File: config.mk
export PLATFORM = sky130hd
export DESIGN_NAME = fwd_hazard_unit
export DESIGN_NICKNAME = d
export VERILOG_FILES = /design/src/rtl/fwd_hazard_unit.sv
export SDC_FILE = /design/constraint.sdc
export NUM_CORES = 1
export LEC_CHECK = 0
export ABC_AREA = 1
export CAP_MARGIN = 20
export CORE_ASPECT_RATIO = 0.8
export CORE_UTILIZATION = 40
export CTS_CLUSTER_DIAMETER = 50
export DETAILED_ROUTE_END_ITERATION = 10
export HOLD_SLACK_MARGIN = 0.06
export SETUP_SLACK_MARGIN = 0.02
export SLEW_MARGIN = 20
export SYNTH_ARGS = -nofsm -noshare
export SYNTH_HDL_FRONTEND = slang
export SYNTH_SLANG_ARGS = --single-unit
File: constraint.sdc
create_clock -name CLK -period 1.76 [get_ports CLK]
set_input_delay 0.44 -clock CLK [delete_from_list [all_inputs] [get_ports CLK]]
set_output_delay 0.44 -clock CLK [all_outputs]
set_load 0.01 [all_outputs]
File: src/rtl/fwd_hazard_unit.sv
// Operand-forwarding and load-use hazard unit for a 5-stage in-order pipeline.
// Tracks EX/MEM/WB destination info and drives forwarding selects, stall, flush and a stall counter.
module fwd_hazard_unit #(
  parameter int unsigned CNT_W = 16
) (
  input  logic             CLK,
  input  logic             RST,
  input  logic             ID_VALID,
  input  logic [4:0]       ID_RS1,
  input  logic [4:0]       ID_RS2,
  input  logic             ID_RS1_USED,
  input  logic             ID_RS2_USED,
  input  logic [4:0]       ID_RD,
  input  logic             ID_REGWRITE,
  input  logic             ID_MEMREAD,
  input  logic             BR_TAKEN,
  output logic [1:0]       FWD_A_SEL,
  output logic [1:0]       FWD_B_SEL,
  output logic             STALL,
  output logic             FLUSH,
  output logic [CNT_W-1:0] STALL_CNT
);

  // Load status only influences the load-use check while in EX, so MEM/WB carry just producer info.
  typedef struct packed {
    logic       valid;
    logic [4:0] rd;
    logic       regwrite;
  } dst_t;

  typedef struct packed {
    dst_t       dst;
    logic       memread;
    logic [4:0] rs1;
    logic [4:0] rs2;
    logic       rs1_used;
    logic       rs2_used;
  } ex_t;

  ex_t  ex_q, ex_d;
  dst_t mem_q, wb_q;
  logic [CNT_W-1:0] cnt_q;

  function automatic logic writes(input dst_t s, input logic [4:0] r);
    return s.valid && s.regwrite && (s.rd != '0) && (s.rd == r);
  endfunction

  function automatic logic [1:0] fwd_sel(input logic used, input logic [4:0] r,
                                         input logic ex_valid, input dst_t mem_s,
                                         input dst_t wb_s);
    logic [1:0] sel;
    sel = 2'd0;
    if (ex_valid && used) begin
      if (writes(mem_s, r))
        sel = 2'd1;
      else if (writes(wb_s, r))
        sel = 2'd2;
    end
    return sel;
  endfunction

  always_comb begin
    FWD_A_SEL = fwd_sel(ex_q.rs1_used, ex_q.rs1, ex_q.dst.valid, mem_q, wb_q);
    FWD_B_SEL = fwd_sel(ex_q.rs2_used, ex_q.rs2, ex_q.dst.valid, mem_q, wb_q);
  end

  always_comb begin
    FLUSH = BR_TAKEN;
    STALL = 1'b0;
    if (ID_VALID && !BR_TAKEN && ex_q.dst.valid && ex_q.memread && (ex_q.dst.rd != '0)) begin
      if ((ID_RS1_USED && (ID_RS1 == ex_q.dst.rd)) ||
          (ID_RS2_USED && (ID_RS2 == ex_q.dst.rd)))
        STALL = 1'b1;
    end
  end

  always_comb begin
    ex_d = '0;
    if (!STALL && !FLUSH) begin
      ex_d.dst.valid    = ID_VALID;
      ex_d.dst.rd       = ID_RD;
      ex_d.dst.regwrite = ID_REGWRITE;
      ex_d.memread      = ID_MEMREAD;
      ex_d.rs1          = ID_RS1;
      ex_d.rs2          = ID_RS2;
      ex_d.rs1_used     = ID_RS1_USED;
      ex_d.rs2_used     = ID_RS2_USED;
    end
  end

  always_ff @(posedge CLK) begin
    if (RST) begin
      ex_q  <= '0;
      mem_q <= '0;
      wb_q  <= '0;
      cnt_q <= '0;
    end else begin
      ex_q  <= ex_d;
      mem_q <= ex_q.dst;
      wb_q  <= mem_q;
      if (STALL && (cnt_q != '1))
        cnt_q <= cnt_q + 1'b1;
    end
  end

  assign STALL_CNT = cnt_q;

endmodule

==> flow_summary.ini, run 1 <==
[worst_setup_path]
cp_num_buf_inv = 3
cp_common_cell = buf_6
cpPeakStageDelay_ns = 0.34
crit_path_end_kind = output pin
ff2ff_setup_slack_ns = 0.14
rr_startpoint = ex_q[18]
cp_top_family = simple AND/OR/NAND/NOR gates
cp.required_ns = 1.32
worstPathMaxFanout = 2
worstRegToRegCells = 12
worstPathCellList = buf_6 > xnor2_2 > nand2_1 > nor4_2 > buf_4 > nor2b_4 > buf_6
path_depth = 7
cp-start-kind = flip-flop
path_class = flip-flop to output pin
slowest_stage = dfxtp_2
worstPathArrival_ns = 1.61
reg2reg_to = ex_q[3]

[power]
clkPwrFrac = 0.322
p_per_area_nw_per_um2 = 558.7
total_leakage_power_nw = 1.841
power.internal_mw = 1.587
p_seq_frac = 0.547
switching_share = 0.2572
peakVddDrop_mv = 0.2832
pwr-share-comb = 0.131
switchingPower_mw = 0.5495

[die]
row_count = 25
fp.dieW_um = 91.18
start_util = 0.4216
num_io_pins = 45
core_um2 = 6037
die_area_um2 = 6688
die_h_um = 73.35

[global_route]
first_global_vias = 2316
grt_start_max_net_pins = 26
grt_pass1_wl_mm = 10.81
antenna_found_initial = 0
grt.total_usage = 0.2048
grt_overflow = 0

[timing]
tightest_slew_ns = 0.2769
timing_hold_violations_final = 0
finalCritPeriodShare = 1.166
slew_headroom = 0.8154
timing.final.max_slew_violations = 0
rsz0062_at_grt = true
setup_violations = 4
whs_ns = 0.4161
clock_skew_ns = 0.01050
fin_crit_ns = 2.052
fmaxAchievable_ghz = 0.4874
worst_slack_ns = -0.2916

[synthesis]
seq_area_frac_synth = 0.3933
ys_ff_latch = 50
post_synth.cell_area_avg_um2 = 6.662
synthDistinctLibCells = 26
synthesis.nets = 406
yosysWarningCount = 0
synth_area_um2 = 2545
postSynthCellCount = 382

[outcome]
violations = setup timing
status = finished with violations

[final_layout]
fillCellCount = 535
seq_area_um2 = 1057
multi_input_area_um2 = 1335
drive_gt1_frac = 0.3158
final_cell_mix = nand2_1 (89), nor2_1 (77), buf_4 (61), inv_1 (50), clkdlybuf4s50_1 (23)
synthToLayoutAreaGrowth_pct = 50.25
fin_util = 0.6334
final_nets = 517
final_common_cell = nand2_1
num_antenna_cells = 0

[hold_path]
hold_depth = 2
min_to = mem_q[0]
holdCritStartpoint = ex_q[13]
hold_class = flip-flop to flip-flop

[clock_tree]
hold_buffers = 0
cts_root_buf = clkbuf_8
clk_transition_reported_paths_ns = 0.10
clock_path_buffers = 2
cts_buffers = 5
cts_tree = built
clkSinkCount = 50
h-tree-depth = 2
clkLatencyLatePin_ns = 0.31

[detailed_routing]
wl_per_cell_um = 11.22
routed_via_density = 4.532
ant_nets = 0
first_iter_violations = 85
drt_first_pass_iters = 4
via_count = 2606
drc = 0
totalWireLength_mm = 6.453

[placement]
io_buffers = 44
hpwlAfterDp_mm = 4.551
gp_congestion = 0.8441

[flow_run]
drv_cap = 0
synthesized netlist by cell type (all sizes together):
master / count / area share
clkbuf: 3 / 0.0044
buf: 7 / 0.017
dfxtp: 50 / 0.39
inv: 66 / 0.099
a21oi: 5 / 0.0098
xnor2: 9 / 0.031
nand2: 95 / 0.14
nor4: 2 / 0.0049
ha: 1 / 0.0049
nand4: 17 / 0.042
nand3b: 1 / 0.0030
nor2b: 1 / 0.0025
nor3: 8 / 0.020
o21ai: 6 / 0.012
nand3: 21 / 0.051
xor2: 10 / 0.034
nor2: 80 / 0.13
worst min-delay path, stage by stage, from the launching register on:
cell	delay, ns
dfxtp_1	0.31
inv_1	0.04
nor2_1	0.03
power groups by stage:
| stage | Combinational (mW) | Clock (mW) | Sequential [mW] |
|---|---|---|---|
| 5_1_grt | 0.309 | 0.775 | 1.17 |
| 3_3_place_gp | 0.234 | 0 | 1.20 |
| 6_report | 0.280 | 0.688 | 1.17 |
| 2_1_floorplan | 0.106 | 0 | 1.20 |
| 4_1_cts | 0.262 | 0.721 | 1.18 |
| 3_5_place_dp | 0.236 | 0 | 1.20 |
area by class of cell:
type / instances / area share
Multi-Input combinational cell: 256 / 0.3491
Sequential cell: 50 / 0.2765
Timing Repair Buffer: 114 / 0.2569
Inverter: 66 / 0.06675
Tap cell: 81 / 0.02651
Clock buffer: 5 / 0.01800
Clock inverter: 3 / 0.006217
flip-flops by register name, indices dropped and copies added, names as in the netlist:
register / flops
STALL_CNT: 16
ex_q: 20
mem_q: 7
wb_q: 7
per-stage QoR:
step | power, mW | setup TNS, ns | instances | cell area, µm² | setup WS (ns)
final | 2.136 | -0.9433 | 575 | 3824 | -0.2916
after global routing | 2.255 | -1.403 | 575 | 3824 | -0.3753
after CTS | 2.159 | -0.9717 | 572 | 3670 | -0.3030
after detailed placement | 1.437 | -12.22 | 541 | 3376 | -0.7008
after global placement | 1.435 | -11.05 | 541 | 3376 | -0.6801
after floorplan | 1.303 | 0 | 382 | 2545 | 0.2635
what timing repair did:
action | in CTS | in global routing
endpoints found under the hold margin | 0 | 0
gates resized for setup | 78 | 41
setup buffers | 23 | 5
endpoints found under the setup margin | 25 | 49
pin swaps | 16 | 26
routing by layer:
metal  wire length, µm  vias up  global-route usage
li1                  -     1387                   -
met1              3290     1143              0.2941
met2              2768       70              0.3140
met3               332        6             0.03416
met4                62        0             0.06526
met5                 0        -                   0
worst max path at each step:
| stage | start | end | slack, ns |
|---|---|---|---|
| finish | mem_q[2] | FWD_A_SEL[0] | -0.29 |
| global route | mem_q[2] | FWD_A_SEL[0] | -0.38 |
| detailed placement | ID_RS1[2] | STALL | -0.70 |
| CTS | mem_q[4] | FWD_A_SEL[0] | -0.30 |
| floorplan | mem_q[3] | FWD_A_SEL[0] | 0.26 |
| global placement | ID_RS2[2] | STALL | -0.68 |
cell families after synthesis:
| logic type | count (synthesis) | synth area share |
|---|---|---|
| simple gates | 225 | 0.3943 |
| buf+inv | 76 | 0.1205 |
| flops | 50 | 0.3933 |
| xor+xnor | 19 | 0.06539 |
| compound gates | 11 | 0.02163 |
| fa+ha+maj | 1 | 0.004916 |
No activity file was read; power rests on OpenSTA's default activity.
==> inputs of run 2 (changes only) <==
- TNS_END_PERCENT: default -> 5
- clock period: 1.76 -> 2.35 ns (I/O delays scaled with it)
==> flow_summary.ini, run 2 (same netlist as run 1, synthesis figures left out) <==
[placement]
placed_cell_area_um2 = 3181
dp.cells = 515
hpwlAfterDp_mm = 4.389
io_buffers = 44
gp_congestion = 0.8366
pre_cts_ws_ns = -0.4154

[power]
switchingPower_mw = 0.3758
clkPwrFrac = 0.322
power.internal_mw = 1.162
p_per_area_nw_per_um2 = 469.0
total_leakage_power_nw = 1.542
pwr-share-comb = 0.104
switching_share = 0.2444
peakVddDrop_mv = 0.2516
p_seq_frac = 0.573

[timing]
tns_ns = -0.009349
fin_crit_ns = 2.359
timing.final.max_slew_violations = 0
finalCritPeriodShare = 1.004
setup_violations = 1
fmaxAchievable_ghz = 0.4238
rsz0062_at_grt = true
worst_slack_ns = -0.009349
tightest_slew_ns = 0.2873
clock_skew_ns = 0.01219
timing_hold_violations_final = 0
slew_headroom = 0.8074

[global_route]
grt_use_met2 = 0.2567
grt_overflow = 0
busiest_layer = met1
grt_pass1_wl_mm = 9.556
grt_start_max_net_pins = 26
antenna_found_initial = 0
grt_use_met1 = 0.2768
grt.total_usage = 0.1823
first_global_vias = 2014
use_met3 = 0.04969

[worst_setup_path]
worstPathMaxFanout = 2
worstPathArrival_ns = 1.77
cp_common_cell = nand2_1
worstPathCellList = clkdlybuf4s50_1 > inv_1 > nand2_1 > nand2_1 > nor2_1 > nand3_1 > nand2_2 > nand2_1 > inv_1 > buf_2
cpPeakStageDelay_ns = 0.49
cp-start-kind = input port
crit_path_end_kind = output pin
cp_top_family = buffers and inverters
cp.required_ns = 1.76
path_class = input port to output pin
cp_num_buf_inv = 4
slowest_stage = clkdlybuf4s50_1

[die]
core_um2 = 6037
die_h_um = 73.35
row_count = 25
num_io_pins = 45
fp.dieW_um = 91.18
start_util = 0.4216
die_area_um2 = 6688

[detailed_routing]
wl_per_cell_um = 10.90
first_iter_violations = 74
routed_via_density = 4.511
drc = 0
totalWireLength_mm = 5.703
ant_nets = 0
via_count = 2359
drt_first_pass_iters = 4

[clock_tree]
h-tree-depth = 2
cts_buffers = 5
clk_transition_reported_paths_ns = 0.10
cts_setup_buffers = 0
clkSinkCount = 50
clkLatencyLatePin_ns = 0.31
clock_path_buffers = 2
cts_root_buf = clkbuf_8
hold_buffers = 0
cts_tree = built

[outcome]
status = finished with violations
violations = setup timing

[final_layout]
final_common_cell = nand2_1
final_nets = 465
fillCellCount = 598
multi_input_area_um2 = 1249
final_cells = 523
largest_reg_flops = 20
finalInstanceArea_um2 = 3278
final_cell_mix = nand2_1 (92), nor2_1 (77), inv_1 (63), dfxtp_1 (45), clkdlybuf4s50_1 (39)
synthToLayoutAreaGrowth_pct = 28.81
regMostFlops = ex_q
seq_area_um2 = 1007
num_antenna_cells = 0
drive_gt1_frac = 0.1041

[hold_path]
hold_class = flip-flop to flip-flop

[flow_run]
drv_cap = 0
run 2: cell count changes in the layout (fill, tap and decap cells not counted), moves of 4 or more:
cell	before	now
buf_4	61	17
dlygate4sd2_1	13	3
dfxtp_4	8	0
buf_6	10	0
dfxtp_2	21	5
inv_2	14	2
nand3_1	15	19
inv_1	50	63
clkdlybuf4s50_1	23	39
nand3_2	4	0
dfxtp_1	21	45
run 2: routing by layer:
layer	wire (µm)	vias up
met4	29	0
met1	3106	1031
met3	299	2
li1	-	1275
met5	0	-
met2	2268	51
run 2: stage by stage:
stage | utilization | total power [mW] | hold WS (ns)
2_1_floorplan | - | 0.9759 | 0.3883
3_3_place_gp | 0.5268 | 1.058 | 0.3941
3_5_place_dp | 0.5268 | 1.059 | 0.3951
4_1_cts | 0.5424 | 1.557 | 0.4109
5_1_grt | 0.5430 | 1.619 | 0.4391
6_report | 0.5430 | 1.537 | 0.4105
run 2: area by class of cell:
cell class                      instances  share of cell area
Inverter                               66             0.07710
Tap cell                               81             0.03092
Clock inverter                          2            0.004198
Multi-Input combinational cell        256              0.3809
Timing Repair Buffer                   62              0.1775
Clock buffer                            6             0.02214
Sequential cell                        50              0.3073
run 2: power by group through the flow:
stage	clock network, mW	registers (mW)	logic (mW)
floorplan	0	0.897	0.0792
CTS	0.514	0.881	0.161
global placement	0	0.900	0.158
detailed placement	0	0.901	0.158
global route	0.554	0.884	0.182
finish	0.496	0.881	0.161
run 2: tightest hold or removal path, stage by stage (launching register included):
cell and delay, ns:
dfxtp_1 0.31, inv_1 0.04, nor2_1 0.03
run 2: path summary, 6_finish.rpt:
kind,slack [ns],start,endpoint,cells past startpoint
max,-0.009,ID_RS2[2],STALL,10
min,0.41,ex_q[13],mem_q[0],2
max reg2reg,0.67,STALL_CNT[0],STALL_CNT[1],10
min reg2reg,0.41,ex_q[13],mem_q[0],2
run 2: repair_timing:
item,in CTS,in global routing
endpoints found under the setup margin,5,2
pin swaps,2,1
gates resized for setup,13,2
==> inputs of run 3 (changes only) <==
- CORE_MARGIN: default -> 2
- SLEW_MARGIN: 20 -> 10
==> flow_summary.ini, run 3 (same netlist as run 1, synthesis figures left out) <==
[worst_setup_path]
worstPathArrival_ns = 1.72
ff2ff_setup_slack_ns = 0.67
worstRegToRegCells = 9
cp.required_ns = 1.76
crit_path_end_kind = output pin
critPathCapture = STALL
cp-start-kind = input port
path_class = input port to output pin
rr_startpoint = STALL_CNT[0]
reg2reg_to = STALL_CNT[13]
worstPathMaxFanout = 2
startpoint = ID_RS2[3]

[clock_tree]
cts_tree = built
cts_root_buf = clkbuf_8
cts_buffers = 5
h-tree-depth = 2
hold_buffers = 0
clkLatencyLatePin_ns = 0.31
clock_path_buffers = 2
clk_transition_reported_paths_ns = 0.10
cts_setup_buffers = 0
clkSinkCount = 50

[detailed_routing]
via_count = 2362
totalWireLength_mm = 5.839
ant_nets = 0
first_iter_violations = 112
wl_per_cell_um = 11.19
routed_via_density = 4.525
drc = 0
drt_first_pass_iters = 4

[timing]
fmaxAchievable_ghz = 0.4334
setup_violations = 0
timing_hold_violations_final = 0
tightest_slew_ns = 0.2979
rsz0062_at_grt = true
timing.final.max_slew_violations = 0
clock_skew_ns = 0.01334
fin_crit_ns = 2.307
slew_headroom = 0.8003
finalCritPeriodShare = 0.9818

[final_layout]
fin_util = 0.5509
largest_reg_flops = 20
drive_gt1_frac = 0.09977
fillCellCount = 609
seq_area_um2 = 1005
final_cell_mix = nand2_1 (92), nor2_1 (77), inv_1 (63), dfxtp_1 (47), clkdlybuf4s50_1 (37)
final_common_cell = nand2_1
num_antenna_cells = 0
multi_input_area_um2 = 1257
final_nets = 464
synthToLayoutAreaGrowth_pct = 30.68
final_cells = 522
regMostFlops = ex_q

[global_route]
antenna_found_initial = 0
first_global_vias = 2100
grt_overflow = 0
grt_start_max_net_pins = 26
grt_pass1_wl_mm = 9.735
grt.total_usage = 0.1787

[power]
p_per_area_nw_per_um2 = 532.2
peakVddDrop_mv = 0.2280
total_leakage_power_nw = 1.562

[die]
die_area_um2 = 7021
start_util = 0.4216
core_um2 = 6037
fp.dieW_um = 93.18
die_h_um = 75.35
num_io_pins = 45
row_count = 25

[outcome]
status = complete, no violations

[hold_path]
holdCritStartpoint = ex_q[13]
hold_class = flip-flop to flip-flop

[placement]
hpwlAfterDp_mm = 4.486
io_buffers = 44
dp.cells = 514
gp_congestion = 0.8882

[flow_run]
drv_cap = 0
==> run 3: cell count changes in the layout (fill, tap and decap cells not counted) <==
| cell | before | now |
|---|---|---|
| bufinv_16 | 0 | 2 |
| clkdlybuf4s50_1 | 39 | 37 |
| nor4_2 | 1 | 0 |
| nor4_4 | 0 | 1 |
| dfxtp_2 | 5 | 3 |
| dfxtp_1 | 45 | 47 |
| clkinv_2 | 1 | 0 |
| buf_4 | 17 | 16 |
| clkbuf_1 | 1 | 0 |
| dlygate4sd2_1 | 3 | 5 |
==> run 3: per-stage QoR <==
step           power, mW  hold WS [ns]  setup WS (ns)  instance area [µm²]  TNS (ns)
4_1_cts            1.785        0.4106       -0.05690                 3314  -0.05690
6_report           1.770        0.4108        0.04271                 3326         0
3_3_place_gp       1.057        0.3964        -0.3937                 3173   -0.3937
3_5_place_dp       1.058        0.3952        -0.3929                 3173   -0.3929
5_1_grt            1.850        0.4393        -0.1290                 3326   -0.1290
2_1_floorplan     0.9759        0.3883         0.5855                 2545         0
==> run 3: repair_timing <==
action                                  4_1_cts  5_1_grt
cloned                                        0        0
pin swaps                                     2        3
endpoints found under the setup margin        5        3
resized for setup                            14        2
==> run 3: cell type report <==
cell class | instances | area share
Sequential cell | 50 | 0.3021
Clock inverter | 3 | 0.02069
Multi-Input combinational cell | 256 | 0.3781
Inverter | 66 | 0.07600
Tap cell | 81 | 0.03047
Clock buffer | 5 | 0.02069
Timing Repair Buffer | 61 | 0.1719
==> run 3: worst min-delay path by stage <==
| stage | end | cells past startpoint |
|---|---|---|
| after floorplan | mem_q[0] | 2 |
| final | mem_q[0] | 2 |
| after CTS | mem_q[0] | 2 |
| after global placement | mem_q[0] | 2 |
| after detailed placement | mem_q[0] | 2 |
| after global routing | mem_q[0] | 2 |
==> run 3: metal layers <==
metal  vias up  GRT usage  routed length, µm
met3         2    0.04253                288
li1       1278          -                  -
met5         -          0                  0
met4         0    0.03922                 35
met1      1027     0.2634               3119
met2        55     0.2681               2395
==> run 3: report_power, final <==
part	total [mW]	switching (mW)	internal, mW
registers	0.881	0.0151	0.866
clock network	0.729	0.303	0.427
logic	0.159	0.0767	0.0827
total	1.77	0.394	1.38
==> run 3: worst max-delay path: stages <==
cell and delay [ns]:
clkdlybuf4s50_1 0.48, inv_1 0.06, nand2_1 0.05, nand2_1 0.04, nor2_1 0.09, nand3_1 0.09
nand2_2 0.07, nand2_1 0.06, inv_1 0.05, buf_2 0.12
